[src/rtl/mips16_pkg.sv]
`default_nettype none
// ============================================================================
// Module      : mips16_pkg
// Description : Shared constants and types for the mips_16 core and the
//               instruction-memory loader (IMEM geometry, loader states).
// Revision    : 1.0 - initial release
// ============================================================================
package mips16_pkg;

    // Instruction memory geometry; depth is always a power of two.
    localparam int IMEM_ADDR_W = 8;
    localparam int IMEM_DEPTH  = 1 << IMEM_ADDR_W;

    // Loader FSM encoding.
    typedef enum logic [2:0] {
        LD_LEN_HI  = 3'd0,
        LD_LEN_LO  = 3'd1,
        LD_DATA_HI = 3'd2,
        LD_DATA_LO = 3'd3,
        LD_CHECK   = 3'd4,
        LD_DONE    = 3'd5,
        LD_ERROR   = 3'd6
    } loader_state_t;

    // A state accepts stream bytes unless the load has finished or failed.
    function automatic logic state_accepts(input loader_state_t st);
        return (st != LD_DONE) && (st != LD_ERROR);
    endfunction

endpackage
`default_nettype wire

[src/rtl/imem_loader_if.sv]
`default_nettype none
// ============================================================================
// Module      : imem_loader_if
// Description : Load-stream handshake, instruction-memory write port and
//               CPU control/status lines of the instruction-memory loader.
// Revision    : 1.0 - initial release
// ============================================================================
interface imem_loader_if
    import mips16_pkg::*;
#(
    parameter int ADDR_W = IMEM_ADDR_W
);

    logic              in_valid;
    logic [7:0]        in_byte;
    logic              in_ready;
    logic              restart;
    logic              imem_we;
    logic [ADDR_W-1:0] imem_addr;
    logic [15:0]       imem_wdata;
    logic              cpu_reset;
    logic              done;
    logic              error;

    // Loader side.
    modport slave (
        input  in_valid, in_byte, restart,
        output in_ready, imem_we, imem_addr, imem_wdata, cpu_reset, done, error
    );

    // Stream source / system side.
    modport master (
        output in_valid, in_byte, restart,
        input  in_ready, imem_we, imem_addr, imem_wdata, cpu_reset, done, error
    );

endinterface
`default_nettype wire

[src/rtl/imem_loader.sv]
`default_nettype none
// ============================================================================
// Module      : imem_loader
// Description : Receives a length-prefixed, XOR-checksummed byte stream,
//               writes 16-bit words into instruction memory and releases the
//               CPU from reset once a load with a good checksum completes.
// Revision    : 1.0 - initial release
// ============================================================================
module imem_loader
    import mips16_pkg::*;
#(
    parameter int DEPTH  = IMEM_DEPTH,
    parameter int ADDR_W = IMEM_ADDR_W
) (
    input  wire logic        clk,
    input  wire logic        reset,
    imem_loader_if.slave     bus
);

    loader_state_t     r_state;
    logic              r_in_ready;
    logic [7:0]        r_len_hi;
    logic [15:0]       r_left;      // words still to be received
    logic [ADDR_W-1:0] r_idx;       // word index of the next write
    logic [7:0]        r_chk;       // running XOR of data bytes
    logic [7:0]        r_hi;        // high byte of the word in flight
    logic              r_we;
    logic [ADDR_W-1:0] r_addr;
    logic [15:0]       r_wdata;
    logic              r_cpu_reset;
    logic              r_done;
    logic              r_error;

    logic              w_accept;
    logic [15:0]       w_len;
    logic              w_len_too_big;

    assign w_accept      = bus.in_valid && r_in_ready;
    assign w_len         = {r_len_hi, bus.in_byte};
    assign w_len_too_big = {16'd0, w_len} > 32'(DEPTH);

    // Load FSM: state, counters, checksum, write port and ready flag.
    // in_ready is registered from the next state so it is low exactly
    // while the FSM sits in DONE or ERROR.
    always_ff @(posedge clk or posedge reset) begin
        if (reset) begin
            r_state    <= LD_LEN_HI;
            r_in_ready <= 1'b1;
            r_len_hi   <= 8'd0;
            r_left     <= 16'd0;
            r_idx      <= '0;
            r_chk      <= 8'd0;
            r_hi       <= 8'd0;
            r_we       <= 1'b0;
            r_addr     <= '0;
            r_wdata    <= 16'd0;
        end else begin
            r_we <= 1'b0;
            case (r_state)
                LD_LEN_HI: begin
                    if (w_accept) begin
                        r_len_hi <= bus.in_byte;
                        r_state  <= LD_LEN_LO;
                    end
                end
                LD_LEN_LO: begin
                    if (w_accept) begin
                        if (w_len == 16'd0) begin
                            r_state <= LD_CHECK;
                        end else if (w_len_too_big) begin
                            r_state    <= LD_ERROR;
                            r_in_ready <= 1'b0;
                        end else begin
                            r_left  <= w_len;
                            r_state <= LD_DATA_HI;
                        end
                    end
                end
                LD_DATA_HI: begin
                    if (w_accept) begin
                        r_hi    <= bus.in_byte;
                        r_chk   <= r_chk ^ bus.in_byte;
                        r_state <= LD_DATA_LO;
                    end
                end
                LD_DATA_LO: begin
                    if (w_accept) begin
                        r_chk   <= r_chk ^ bus.in_byte;
                        r_we    <= 1'b1;
                        r_addr  <= r_idx;
                        r_wdata <= {r_hi, bus.in_byte};
                        r_idx   <= r_idx + 1'b1;
                        r_left  <= r_left - 16'd1;
                        r_state <= (r_left == 16'd1) ? LD_CHECK : LD_DATA_HI;
                    end
                end
                LD_CHECK: begin
                    if (w_accept) begin
                        r_state    <= (bus.in_byte == r_chk) ? LD_DONE : LD_ERROR;
                        r_in_ready <= 1'b0;
                    end
                end
                LD_DONE, LD_ERROR: begin
                    if (bus.restart) begin
                        r_state    <= LD_LEN_HI;
                        r_idx      <= '0;
                        r_chk      <= 8'd0;
                        r_in_ready <= 1'b1;
                    end
                end
                default: begin
                    r_state    <= LD_ERROR;
                    r_in_ready <= 1'b0;
                end
            endcase
        end
    end

    // Status outputs registered from the current state (one cycle behind it).
    always_ff @(posedge clk or posedge reset) begin
        if (reset) begin
            r_cpu_reset <= 1'b1;
            r_done      <= 1'b0;
            r_error     <= 1'b0;
        end else begin
            r_cpu_reset <= (r_state != LD_DONE);
            r_done      <= (r_state == LD_DONE);
            r_error     <= (r_state == LD_ERROR) || !state_accepts(r_state) && (r_state != LD_DONE);
        end
    end

    assign bus.in_ready   = r_in_ready;
    assign bus.imem_we    = r_we;
    assign bus.imem_addr  = r_addr;
    assign bus.imem_wdata = r_wdata;
    assign bus.cpu_reset  = r_cpu_reset;
    assign bus.done       = r_done;
    assign bus.error      = r_error;

endmodule
`default_nettype wire

[src/flat_wrapper.sv]
// flat-port wrapper written by rule: the top's interface ports become plain ports
module imem_loader_flat import mips16_pkg::*;
#(
    parameter int DEPTH  = IMEM_DEPTH,
    parameter int ADDR_W = IMEM_ADDR_W
)
  (clk, reset, bus_in_valid, bus_in_byte, bus_restart, bus_in_ready, bus_imem_we, bus_imem_addr, bus_imem_wdata, bus_cpu_reset, bus_done, bus_error);
  imem_loader_if #(.ADDR_W(ADDR_W)) bus_i ();
  input  wire logic clk;
  input  wire logic reset;
  input wire logic [$bits(bus_i.in_valid)-1:0] bus_in_valid;
  input wire logic [$bits(bus_i.in_byte)-1:0] bus_in_byte;
  input wire logic [$bits(bus_i.restart)-1:0] bus_restart;
  output wire logic [$bits(bus_i.in_ready)-1:0] bus_in_ready;
  output wire logic [$bits(bus_i.imem_we)-1:0] bus_imem_we;
  output wire logic [$bits(bus_i.imem_addr)-1:0] bus_imem_addr;
  output wire logic [$bits(bus_i.imem_wdata)-1:0] bus_imem_wdata;
  output wire logic [$bits(bus_i.cpu_reset)-1:0] bus_cpu_reset;
  output wire logic [$bits(bus_i.done)-1:0] bus_done;
  output wire logic [$bits(bus_i.error)-1:0] bus_error;
  assign bus_i.in_valid = bus_in_valid;
  assign bus_i.in_byte = bus_in_byte;
  assign bus_i.restart = bus_restart;
  assign bus_in_ready = bus_i.in_ready;
  assign bus_imem_we = bus_i.imem_we;
  assign bus_imem_addr = bus_i.imem_addr;
  assign bus_imem_wdata = bus_i.imem_wdata;
  assign bus_cpu_reset = bus_i.cpu_reset;
  assign bus_done = bus_i.done;
  assign bus_error = bus_i.error;
  imem_loader #(.DEPTH(DEPTH), .ADDR_W(ADDR_W)) u_core (.clk(clk), .reset(reset), .bus(bus_i));
endmodule
[config.mk]
export PLATFORM = sky130hd
export DESIGN_NAME = imem_loader_flat
export DESIGN_NICKNAME = d
export VERILOG_FILES = /design/src/rtl/mips16_pkg.sv /design/src/rtl/imem_loader_if.sv /design/src/rtl/imem_loader.sv /design/src/flat_wrapper.sv
export SDC_FILE = /design/constraint.sdc
export NUM_CORES = 1
export LEC_CHECK = 0
export CAP_MARGIN = 20
export CORE_ASPECT_RATIO = 0.75
export CORE_UTILIZATION = 51
export DETAILED_ROUTE_END_ITERATION = 6
export PLACE_DENSITY = 0.78
export SETUP_SLACK_MARGIN = 0.3
export SKIP_CTS_REPAIR_TIMING = 1
export SLEW_MARGIN = 25
export SYNTH_ARGS = -nofsm -noshare
export SYNTH_HDL_FRONTEND = slang
export SYNTH_SLANG_ARGS = --single-unit
[constraint.sdc]
create_clock -name clk -period 2.3 [get_ports clk]
set_input_delay 0.23 -clock clk [delete_from_list [all_inputs] [get_ports clk]]
set_output_delay 0.23 -clock clk [all_outputs]
set_load 0.005 [all_outputs]
==> run metrics <==
pin count of the biggest net entering global routing=81; GRT Resource Usage Total=0.247; Cells after Synth=approximately 420; Post-synth ARST share=1.00; number of flops mapped to enable cells by yosys=0; routing usage on met1=0.364; Synth Register Bits=80; clk slew on worst S/H paths=~0.080 ns; Leak Pwr=around 0.0022 uW; Initial Utilization=0.537; top cells by area, synth=dfrtp_1 49%, nand2_1 9.6%, mux2_2 6.2%; CTS tree=built; area delta synth->final=23.7%; I/O pin cnt=approximately 40; DR pass1 iterations=5; post-route setup slack=0.213 ns; post-synth design cell area=0.00401 sq mm; pre-CTS setup slack=-0.0236 ns; fmax=479 MHz; Ant. Diodes=0; Avg WL per Cell=16.2 um; Synth top area share=0.487; vias in the first global route=about 3200; Final ANT Viol Nets=0; Total Power=5700 uW; GRT Max-Usage Layer=met2; synth cell count leaders=103 x nand2_1, 78 x dfrtp_1, 36 x o21ai_0; Critical Path Sink Type=flip-flop; Layout Nets=roughly 500; met3 global-route usage=0.0525; Vias per Instance=between 5 and 6; Final Max Tran Viols=0; Tmin final=2.09 ns; critical path class=flip-flop to flip-flop; GR Overflow Total=0; DP HPWL=around 6500 um; Data required, critical path=2.53 ns; row count=27; Hold Vio Cnt, Final=0; Post-synth top flop=dfrtp_1; worst skew pair latency=0.36 ns; Mapped Nets=between 400 and 500; reg2reg setup slack=around 0.21 ns; Die Width=104 um; crit path max fanout=6; PortBufs=40; Max-Cap Viols=0; Min-Delay Path Class=input pin to async pin; most common cell in the netlist=nand2_1; crit start category=flip-flop; die area=roughly 0.0082 sq mm; gpl congestion=between 0.8 and 0.9; yosys warns=0; unrepaired setup endpoints after global routing=true; largest area contributor in the netlist=dfrtp_1; Num CTS Buffers=9; clock root buffer=clkbuf_8; CTS sink cnt=80; syn avg cell area=between 9 and 10 sq um; first-pass GRT wire length=around 16000 um; DRC=0; status=completed; filler instances=about 590; final WL=approximately 9500 um; post-synthesis sequential area ratio=0.500; Vias=roughly 3300; pwr dens=about 1100 mW/mm^2; period utilisation layout=0.907; Final Util=0.664; relative slew slack=0.617; layout cells sized above 1=0.206; Clock Path Buffers=2; 1st-iter DRT viols=~260; Worst VDD drop=between 600 and 700 uV; worst slew pin tran=approximately 0.57 ns; H-tree level count=3; Max Clock Skew=~0.0090 ns; post-synthesis cell type count=between 50 and 60; M2 GR Usage=0.364; arrival time at the worst endpoint=about 2.3 ns; # setup viols final=0; Core Area=0.00747 sq mm; Die Y=between 70 and 80 um; antenna violations before repair=0
## cell families after synthesis
family | synth area share
simple gates | 0.221
flops | 0.500
compound gates | 0.114
buf+inv | 0.0484
mux | 0.0805
xor+xnor | 0.0262
fa+ha+maj | 0.00936
## sequential cells by signal, summed over array words and instances, names as in the netlist, 3 cells and up
register,count
u_core.bus.imem_wdata,16
u_core.r_chk,8
u_core.r_len_hi,8
u_core.bus.imem_addr,8
u_core.r_left,16
u_core.r_idx,8
u_core.r_state,3
u_core.r_hi,8
## through the flow
stage                     hold slack, ns  setup TNS (ns)  instances  cell area [sq um]
after CTS                          0.364               0        576               4800
after global placement             0.453               0        560               4580
after detailed placement           0.462         -0.0527        560               4580
final                              0.343               0        586               4960
after global routing               0.374               0        586               4960
after floorplan                    0.366               0        421               4010
## area by class of cell
class                      instances  area [sq um]  area share
multi-input combinational        303          1880       0.379
sequential                        80          2010       0.405
tap                              101           126      0.0255
clock inverter                     3          67.6      0.0136
inverter                          13          52.6      0.0106
timing repair buffer              73           676       0.136
clock buffer                      13           149      0.0300
## where the power goes
part	switching, uW	total (uW)	internal, uW	leakage [uW]
Combinational	1020	2150	1130	0.00110
Sequential	482	2410	1930	0.00101
Clock	494	1140	643	0.000104
## worst max-delay path: stages (launching register included)
cell and delay [ns]:
dfrtp_1 0.42, nor4_2 0.34, buf_4 0.18, nand4_1 0.10
o21ai_2 0.17, o41a_1 0.24, buf_6 0.16, mux2_2 0.34
## layout by cell type, fill, tap and decap left out, drive strengths merged, types with 3 or more instances in the layout
cell type      instances
dfrtp                 78
nand4                  4
or4                    3
nor4                   8
nand2                104
nor3                   6
a21oi                 24
and2                   3
nand2b                 6
nor2                  21
clkdlybuf4s50         40
nor2b                  5
or3                    3
ha                     3
xor2                   5
mux2i                  3
inv                   12
mux2                  25
buf                   33
o21ai                 37
and3                   5
xnor2                  7
clkbuf                13
nand3                  4
## path summary, 6_finish.rpt
path,start,end,depth (start not counted)
worst max-delay path,u_core.r_len_hi[3]$_DFFE_PP0P_,u_core.r_left[11]$_DFFE_PP0P_,7
worst max register to register,u_core.r_len_hi[3]$_DFFE_PP0P_,u_core.r_left[11]$_DFFE_PP0P_,7
worst min-delay path,reset,u_core.bus.imem_addr[1]$_DFFE_PP0P_,3
max in group asynchronous,reset,u_core.r_left[5]$_DFFE_PP0P_,3
min in group clk,u_core.bus.imem_addr[1]$_DFFE_PP0P_,u_core.bus.imem_addr[1]$_DFFE_PP0P_,2
worst min register to register,u_core.bus.imem_addr[1]$_DFFE_PP0P_,u_core.bus.imem_addr[1]$_DFFE_PP0P_,2
## layer usage
| layer | wire, um | up-vias |
|---|---|---|
| met2 | 4470 | 121 |
| met1 | 4360 | 1620 |
| met4 | 107 | 0 |
| met5 | 0 | - |
| li1 | - | 1551 |
| met3 | 587 | 11 |
No activity file was read; power rests on OpenSTA's default activity.
